`src/rtl/seg_scan_n_if.sv`:
```
// Bus bundle for the multiplexed seven-segment scanner: content/control inputs
// from the host side and the digit/segment pins plus frame pulse back out.
interface seg_scan_n_if #(
  parameter int NUM_DIG = 8
);
  logic [4*NUM_DIG-1:0] data_in;
  logic [NUM_DIG-1:0]   dp_in;
  logic [NUM_DIG-1:0]   blank_in;
  logic                 load;
  logic [3:0]           bright;
  logic                 disp_en;
  logic [NUM_DIG-1:0]   DIG;
  logic [7:0]           Y;
  logic                 frame_done;

  modport master (
    output data_in, dp_in, blank_in, load, bright, disp_en,
    input  DIG, Y, frame_done
  );

  modport slave (
    input  data_in, dp_in, blank_in, load, bright, disp_en,
    output DIG, Y, frame_done
  );
endinterface

```
`src/rtl/seg_scan_n.sv`:
```
// Time-multiplexed hex seven-segment scanner with PWM brightness and
// double-buffered, frame-aligned content updates.
module seg_scan_n #(
  parameter int NUM_DIG    = 8,
  parameter int DIV        = 100000,
  parameter bit ACTIVE_LOW = 1'b1
) (
  input  logic         clk,
  input  logic         rst,
  seg_scan_n_if.slave  bus
);
  localparam int SUB = DIV / 16;
  localparam int SW  = (SUB > 1) ? $clog2(SUB) : 1;
  localparam int IW  = (NUM_DIG > 1) ? $clog2(NUM_DIG) : 1;
  localparam logic [SW-1:0]      SUB_MAX = SW'(SUB - 1);
  localparam logic [IW-1:0]      IDX_MAX = IW'(NUM_DIG - 1);
  localparam logic [NUM_DIG-1:0] DIG_OFF = {NUM_DIG{ACTIVE_LOW}};
  localparam logic [7:0]         Y_OFF   = {8{ACTIVE_LOW}};

  // tick is held as (phase, sub) so the PWM phase needs no divider;
  // tick = phase*SUB + sub, wrapping at DIV-1 exactly when phase=15, sub=SUB-1.
  logic [SW-1:0]        sub_q, sub_d;
  logic [3:0]           phase_q, phase_d;
  logic [IW-1:0]        idx_q, idx_d;
  logic                 pend_q, pend_d;
  logic [4*NUM_DIG-1:0] pData_q, pData_d, dData_q, dData_d;
  logic [NUM_DIG-1:0]   pDp_q, pDp_d, dDp_q, dDp_d;
  logic [NUM_DIG-1:0]   pBlank_q, pBlank_d, dBlank_q, dBlank_d;
  logic                 frame_q, frame_d;
  logic [NUM_DIG-1:0]   dig_q, dig_d;
  logic [7:0]           y_q, y_d;

  logic                 slotEnd, boundary, lit;
  logic [3:0]           nib;
  logic [6:0]           seg;
  logic [NUM_DIG-1:0]   oneHot;

  always_comb begin
    sub_d    = sub_q + 1'b1;
    phase_d  = phase_q;
    idx_d    = idx_q;
    pend_d   = pend_q;
    pData_d  = pData_q;
    pDp_d    = pDp_q;
    pBlank_d = pBlank_q;
    dData_d  = dData_q;
    dDp_d    = dDp_q;
    dBlank_d = dBlank_q;
    dig_d    = DIG_OFF;
    y_d      = Y_OFF;
    seg      = 7'h00;

    slotEnd  = (phase_q == 4'hF) && (sub_q == SUB_MAX);
    boundary = slotEnd && (idx_q == IDX_MAX);
    frame_d  = boundary;

    if (sub_q == SUB_MAX) begin
      sub_d   = '0;
      phase_d = phase_q + 4'd1;
    end
    if (slotEnd) begin
      idx_d = (idx_q == IDX_MAX) ? '0 : idx_q + 1'b1;
    end

    // A load landing on the boundary itself wins over any older pending data.
    if (bus.load) begin
      pData_d  = bus.data_in;
      pDp_d    = bus.dp_in;
      pBlank_d = bus.blank_in;
      pend_d   = 1'b1;
    end
    if (boundary) begin
      if (bus.load) begin
        dData_d  = bus.data_in;
        dDp_d    = bus.dp_in;
        dBlank_d = bus.blank_in;
        pend_d   = 1'b0;
      end else if (pend_q) begin
        dData_d  = pData_q;
        dDp_d    = pDp_q;
        dBlank_d = pBlank_q;
        pend_d   = 1'b0;
      end
    end

    nib = dData_q[4*int'(idx_q) +: 4];
    case (nib)
      4'h0: seg = 7'h3F;  4'h1: seg = 7'h06;  4'h2: seg = 7'h5B;  4'h3: seg = 7'h4F;
      4'h4: seg = 7'h66;  4'h5: seg = 7'h6D;  4'h6: seg = 7'h7D;  4'h7: seg = 7'h07;
      4'h8: seg = 7'h7F;  4'h9: seg = 7'h6F;  4'hA: seg = 7'h77;  4'hB: seg = 7'h7C;
      4'hC: seg = 7'h39;  4'hD: seg = 7'h5E;  4'hE: seg = 7'h79;  default: seg = 7'h71;
    endcase

    oneHot = NUM_DIG'(1) << idx_q;
    lit    = (phase_q <= bus.bright) && bus.disp_en && !dBlank_q[idx_q];
    if (lit) begin
      dig_d = oneHot ^ DIG_OFF;
      y_d   = {dDp_q[idx_q], seg} ^ Y_OFF;
    end
  end

  always_ff @(posedge clk) begin
    if (rst) begin
      sub_q    <= '0;
      phase_q  <= '0;
      idx_q    <= '0;
      pend_q   <= 1'b0;
      pData_q  <= '0;
      pDp_q    <= '0;
      pBlank_q <= '0;
      dData_q  <= '0;
      dDp_q    <= '0;
      dBlank_q <= '0;
      frame_q  <= 1'b0;
      dig_q    <= DIG_OFF;
      y_q      <= Y_OFF;
    end else begin
      sub_q    <= sub_d;
      phase_q  <= phase_d;
      idx_q    <= idx_d;
      pend_q   <= pend_d;
      pData_q  <= pData_d;
      pDp_q    <= pDp_d;
      pBlank_q <= pBlank_d;
      dData_q  <= dData_d;
      dDp_q    <= dDp_d;
      dBlank_q <= dBlank_d;
      frame_q  <= frame_d;
      dig_q    <= dig_d;
      y_q      <= y_d;
    end
  end

  assign bus.DIG        = dig_q;
  assign bus.Y          = y_q;
  assign bus.frame_done = frame_q;
endmodule

```
`src/flat_wrapper.sv`:
```
// flat-port wrapper written by rule: the top's interface ports become plain ports
module seg_scan_n_flat 
#(
  parameter int NUM_DIG    = 8,
  parameter int DIV        = 100000,
  parameter bit ACTIVE_LOW = 1'b1
)
  (clk, rst, bus_data_in, bus_dp_in, bus_blank_in, bus_load, bus_bright, bus_disp_en, bus_DIG, bus_Y, bus_frame_done);
  seg_scan_n_if #(.NUM_DIG(NUM_DIG)) bus_i ();
  input  logic clk;
  input  logic rst;
  input wire logic [$bits(bus_i.data_in)-1:0] bus_data_in;
  input wire logic [$bits(bus_i.dp_in)-1:0] bus_dp_in;
  input wire logic [$bits(bus_i.blank_in)-1:0] bus_blank_in;
  input wire logic [$bits(bus_i.load)-1:0] bus_load;
  input wire logic [$bits(bus_i.bright)-1:0] bus_bright;
  input wire logic [$bits(bus_i.disp_en)-1:0] bus_disp_en;
  output wire logic [$bits(bus_i.DIG)-1:0] bus_DIG;
  output wire logic [$bits(bus_i.Y)-1:0] bus_Y;
  output wire logic [$bits(bus_i.frame_done)-1:0] bus_frame_done;
  assign bus_i.data_in = bus_data_in;
  assign bus_i.dp_in = bus_dp_in;
  assign bus_i.blank_in = bus_blank_in;
  assign bus_i.load = bus_load;
  assign bus_i.bright = bus_bright;
  assign bus_i.disp_en = bus_disp_en;
  assign bus_DIG = bus_i.DIG;
  assign bus_Y = bus_i.Y;
  assign bus_frame_done = bus_i.frame_done;
  seg_scan_n #(.NUM_DIG(NUM_DIG), .DIV(DIV), .ACTIVE_LOW(ACTIVE_LOW)) u_core (.clk(clk), .rst(rst), .bus(bus_i));
endmodule
```
`config.mk`:
```
export PLATFORM = sky130hd
export DESIGN_NAME = seg_scan_n_flat
export DESIGN_NICKNAME = d
export VERILOG_FILES = /design/src/rtl/seg_scan_n_if.sv /design/src/rtl/seg_scan_n.sv /design/src/flat_wrapper.sv
export SDC_FILE = /design/constraint.sdc
export NUM_CORES = 1
export LEC_CHECK = 0
export BUFFER_PORTS_ARGS = -buffer_cell sky130_fd_sc_hd__buf_2
export CAP_MARGIN = 30
export CORE_MARGIN = 2
export CORE_UTILIZATION = 55
export CTS_CLUSTER_DIAMETER = 60
export DETAILED_ROUTE_END_ITERATION = 10
export PLACE_DENSITY = 0.75
export SLEW_MARGIN = 0
export SYNTH_ARGS = -nofsm -noshare
export SYNTH_HDL_FRONTEND = slang
export SYNTH_SLANG_ARGS = --single-unit
```
`constraint.sdc`:
```
create_clock -name clk -period 3.9 [get_ports clk]
set_input_delay 0.78 -clock clk [delete_from_list [all_inputs] [get_ports clk]]
set_output_delay 0.78 -clock clk [all_outputs]
set_load 0.02 [all_outputs]
```
After elaboration in Yosys (flattened, before gate mapping). Memories as Yosys holds them, arrays and structs flattened. Cells that the tools add are included.

Add/subtract/negate cells: 3. Shifts and indexed selects: 2. Reductions and logical operators: 9. Muxes and demuxes: 15. Equal/unequal tests: 3. Order comparisons: 2. Bitwise gates (word level): 3.

Operator list (count): 2-to-1 mux 32 bit (2); 2-to-1 mux 8 bit (4); indexed part select 32 x 6 -> 4 bit (1); inverter 8 bit (2); adder 13 x 1 -> 13 bit (second input constant) (1); equality test 13 bit (second input constant) (1); left shift 1 x 3 -> 8 bit (first input constant) (1); binary-select mux 1 bit (select 3 bit) (2); 2-to-1 mux 1 bit (6); adder 4 x 1 -> 4 bit (second input constant) (1); equality test 4 bit (second input constant) (1); less-or-equal comparator 4 bit (1); logical AND 1 bit (4); less-than comparator 3 x 4 -> 1 bit (second input constant) (1); OR reduction 2 bit (2); adder 3 x 1 -> 3 bit (second input constant) (1); equality test 3 bit (second input constant) (1); 2-to-1 mux 3 bit (1); AND reduction 2 bit (1); nonzero test 2 bit (1); logical NOT 1 bit (1); inverter 1 bit (1).

Output and inout bits: 17. Memory bits (read-only): 112. Memories kept: 1. Input bits: 56. Flip-flop bits (word level): 134.

Memory list: (no name shown) (depth 16, bits a word 7, read ports 1, clocked after memory_dff 0, wr ports 0, line seg_scan_n.sv:87) `case (nib)`.

Depth between registers and ports, before layout.
Depth after elaboration: 6. Depth in mapped cells: 9. Mapped depth without buffers: 7.

Worst setup path before layout. Ideal clock, no wire load.

Path kind: register to register. Start: register u_core.idx_q[1]. End: register u_core.y_q[5] (netlist: u_core.bus.Y[5]). Stages on the path, launching flop included: 9. Data arrival time: 2381 ps. Clock period less this slack: 2523 ps. Library setup time: 142 ps. Slack: 1377 ps. Cell sequence: dfxtp_1 > buf_1 > mux4_2 > mux2i_1 > inv_1 > ha_1 > mux2i_1 > or2_2 > o211ai_1.

Longest elaborated chain between the ends: 6.

Ends and longest elaborated chain: start, declared (line seg_scan_n.sv:24) `logic [IW-1:0] idx_q, idx_d;`; start signal, assigned (line seg_scan_n.sv:120) `idx_q <= idx_d;`; parallel branches: the longest is 6 deep, another holds memory (16 x 7 bit); end signal, assigned (line seg_scan_n.sv:130) `y_q <= y_d;`; end, declared (line seg_scan_n.sv:31) `logic [7:0] y_q, y_d;`.

Several ways; the timed one is not identified. The select of a mux whose other input is x is not followed. A chain may end at the register's enable or synchronous reset.

Worst setup path after layout.
Start: register u_core.sub_q[0]. End: register u_core.dDp_q[3].

Longest elaborated chain between the ends: 4.

Ends and longest elaborated chain: start, declared (line seg_scan_n.sv:22) `logic [SW-1:0] sub_q, sub_d;`; start signal, assigned (line seg_scan_n.sv:118) `sub_q <= sub_d;`; equality test 13 bit (line seg_scan_n.sv:53) `slotEnd = (phase_q == 4'hF) && (sub_q == SUB_MAX);`; logical AND 1 bit (line seg_scan_n.sv:53); logical AND 1 bit (line seg_scan_n.sv:54) `boundary = slotEnd && (idx_q == IDX_MAX);`; AND reduction 2 bit (no source line); end signal, assigned (line seg_scan_n.sv:126) `dDp_q <= dDp_d;`; end, declared (line seg_scan_n.sv:27) `logic [NUM_DIG-1:0] pDp_q, pDp_d, dDp_q, dDp_d;`.

No other way between the ends.

==> results.md <==
- Final HPWL from detailed placement: around 7400 um
- DRT Wirelength: between 10000 and 15000 um
- FP Rows: 36
- Distinct cells, synth: 36
- First-pass GRT wire length: roughly 19000 um
- Fmax: 336.6 MHz
- Syn_nets: about 600
- Startpoint types: flip-flop
- RSZ-0062 raised after global routing: false
- Flop pwr share: a little over two fifths
- Die X: roughly 100 um
- CP Capture Type: flip-flop
- GPL Wtd Cong: approximately 0.84
- Antenna violations before repair: 0
- WP data arrival: roughly 3.4 ns
- Number of global-route vias before repair: just under 4000
- Final setup vio count: 0
- Pre-CTS WS: 0.9688 ns
- Switching pwr: between 600 and 700 uW
- Wire per inst: roughly 15 um
- Top-count cell post-synth: dfxtp_1
- Reg clk slew, reported paths: 0.06 ns
- Nets: around 670
- Die area: roughly 0.011 mm2
- CTS tree: yes
- Top_reg_cell synth: dfxtp_1
- Clock buffer depth: 2
- Total gr overflow: 0
- Worst reg-to-reg setup slack: just over 0.9 ns
- Leakage Power: about 0.0027 uW
- CP Class: flip-flop to flip-flop
- Syn Area/Cell: roughly 11 um2
- Starting Density: 56.70%
- IO buf count: 72
- Maximum VDD drop: 0.4480 mV
- Worst Tran Pin Value: roughly 0.97 ns
- CP Data Required Time: between 4 and 5 ns
- Sum of negative setup slack: 0 ns
- Share of the yosys chip area belonging to registers: ~48%
- Pwr per Cell Area: roughly 500 mW/mm2
- Tcrit/Tclk final: ~76%
- Via/cell ratio: 5.348
- Post-Syn Instances: about 530
- Status: completed
- Hold Path Class: flip-flop to flip-flop
- Clock root cell: clkbuf_8
- Later-pin clock latency in the skew report: ~0.52 ns
- Cts hold-fix bufs: 0
- Yosys reg bits: 134
- Layout cells sized above 1: 28.36%
- Combinational share of power: 4.9%
- Sw Ratio: 21.14%
- H-tree Lvls: 4
- Largest net degree at the start of global routing: between 80 and 90
- Ys Warns: 0
- DRT iter0 DRCs: roughly 150
- Clock power share: 52.2%
- # clock sinks: approximately 130
- N_diodes: 0
- Min Tclk post-route: 2.971 ns
- Setup Fix Bufs, Post-CTS: 0
- Die Height: 104.6 um
- Number of enable flip-flop cells after synthesis: 0
- DRT antenna net count: 0
- Int Power: 2606 uW
- Main area contributors after synthesis: dfxtp_1 48%, mux2i_1 10%, a211oi_2 9.4%, nor2_1 8.4%, mux4_2 4.9%
- Max Cap Violations: 0
- Yosys top cell area share: between 40% and 50%
- Mapped cell area: around 0.0056 mm2
- Biggest area consumer among synthesized cells: dfxtp_1
- Final hold vios: 0
- Final Skew: 0.005364 ns
- Vias after detailed routing: 3936
- First drt pass iteration count: 5
- Synth top cells by count: 134 x dfxtp_1, 125 x nor2_1, 57 x mux2i_1
- Final worst slack: 0.9294 ns
- CP Max Fanout: 50
- Post-CTS sizing: 0
- Post-synthesis async set-or-reset flop share: 0%
- Max_slew headroom: 35.40%
- Layout area overhead: 19.06%
- Num CTS Buffers: 17
- Core area: between 0.009 and 0.01 mm2
- Max-slew violations: 0
- I/O pins: 73
- Number of remaining DRC errors: 0
- Gr usage total: around 22%
[path summary, 6_finish.rpt]
check / cells past startpoint / startpoint / end
setup / recovery: 7 / u_core.sub_q[0] / u_core.dDp_q[3]
hold / removal: 1 / u_core.sub_q[0] / u_core.sub_q[0]
setup reg to reg: 7 / u_core.sub_q[0] / u_core.dDp_q[3]
hold reg to reg: 1 / u_core.sub_q[0] / u_core.sub_q[0]
[cell families after synthesis]
| family | share of synthesized area (%) |
|---|---|
| AND/OR/NAND/NOR | 13.73 |
| flip-flops | 48.18 |
| multiplexers | 15.30 |
| AO/OA/AOI/OAI | 11.95 |
| buffers and inverters | 4.202 |
| adder cells (fa/ha/maj) | 4.270 |
| XOR/XNOR | 2.360 |
[cells in the final DEF (no fill, tap or decap), types with 2 or more instances in the layout]
master	count
or2_2	3
buf_2	71
a211oi_1	9
nand4_1	6
a21oi_1	3
nor3_1	2
mux4_2	12
clkinv_2	3
mux2i_1	57
clkbuf_16	16
clkinv_4	2
a211oi_2	42
xnor2_1	7
dfxtp_1	134
ha_1	19
nand3_1	14
buf_4	7
clkbuf_8	3
nand2_1	19
xor2_1	8
inv_1	13
bufinv_16	5
o21ai_0	2
o211ai_1	4
nor2_1	125
[critical path, cell delays in order (launching register included)]
cell	delay, ns
dfxtp_1	0.40
ha_1	0.16
or4b_1	0.50
nor4_4	0.44
and3b_4	0.73
buf_12	0.34
nor2_1	0.10
a211oi_2	0.21
[power by group through the flow]
stage	clock network (uW)	logic, uW	registers (uW)
global placement	0	157	1450
CTS	1740	163	1420
detailed placement	0	161	1450
finish	1730	160	1420
global route	1810	179	1420
floorplan	0	100	1450
[stage by stage]
stage / instance area, um2 / cells / hold WS [ns] / total power [uW] / util [%]
3_5_place_dp: 5977 / 703 / 0.4769 / 1608 / 60.87
3_3_place_gp: 5977 / 703 / 0.4598 / 1603 / 60.87
6_report: 6629 / 736 / 0.4864 / 3304 / 67.51
4_1_cts: 6621 / 735 / 0.4920 / 3322 / 67.43
5_1_grt: 6629 / 736 / 0.5130 / 3406 / 67.51
2_1_floorplan: 5568 / 528 / 0.4446 / 1550 / -
[registers in the layout (all words and copies together) (netlist names), 3 cells and up]
| signal | cells |
|---|---|
| u_core.bus.DIG | 8 |
| u_core.bus.Y | 8 |
| u_core.dBlank_q | 8 |
| u_core.dData_q | 32 |
| u_core.dDp_q | 8 |
| u_core.idx_q | 3 |
| u_core.pBlank_q | 8 |
| u_core.pData_q | 32 |
| u_core.pDp_q | 8 |
| u_core.phase_q | 4 |
| u_core.sub_q | 13 |
[routing by layer]
layer | share of wire (%) | vias to the layer above | GRT usage [%] | wire length, um
li1 | - | 1950 | - | -
met5 | 0 | - | 0 | 0
met3 | 3.2 | 16 | 5.739 | 360
met4 | 1.7 | 0 | 7.429 | 190
met2 | 51 | 84 | 37.58 | 5789
met1 | 44 | 1886 | 26.52 | 5039
[cell type report]
class / instances / area, um2
Fill cell: 783 / 3191
Sequential cell: 134 / 2683
Multi-Input combinational cell: 344 / 2655
Clock buffer: 20 / 445.4
Timing Repair Buffer: 79 / 427.9
Clock inverter: 12 / 198.9
Tap cell: 133 / 166.4
Inverter: 14 / 52.55
Note: power is estimated with default switching activity, not from simulation.
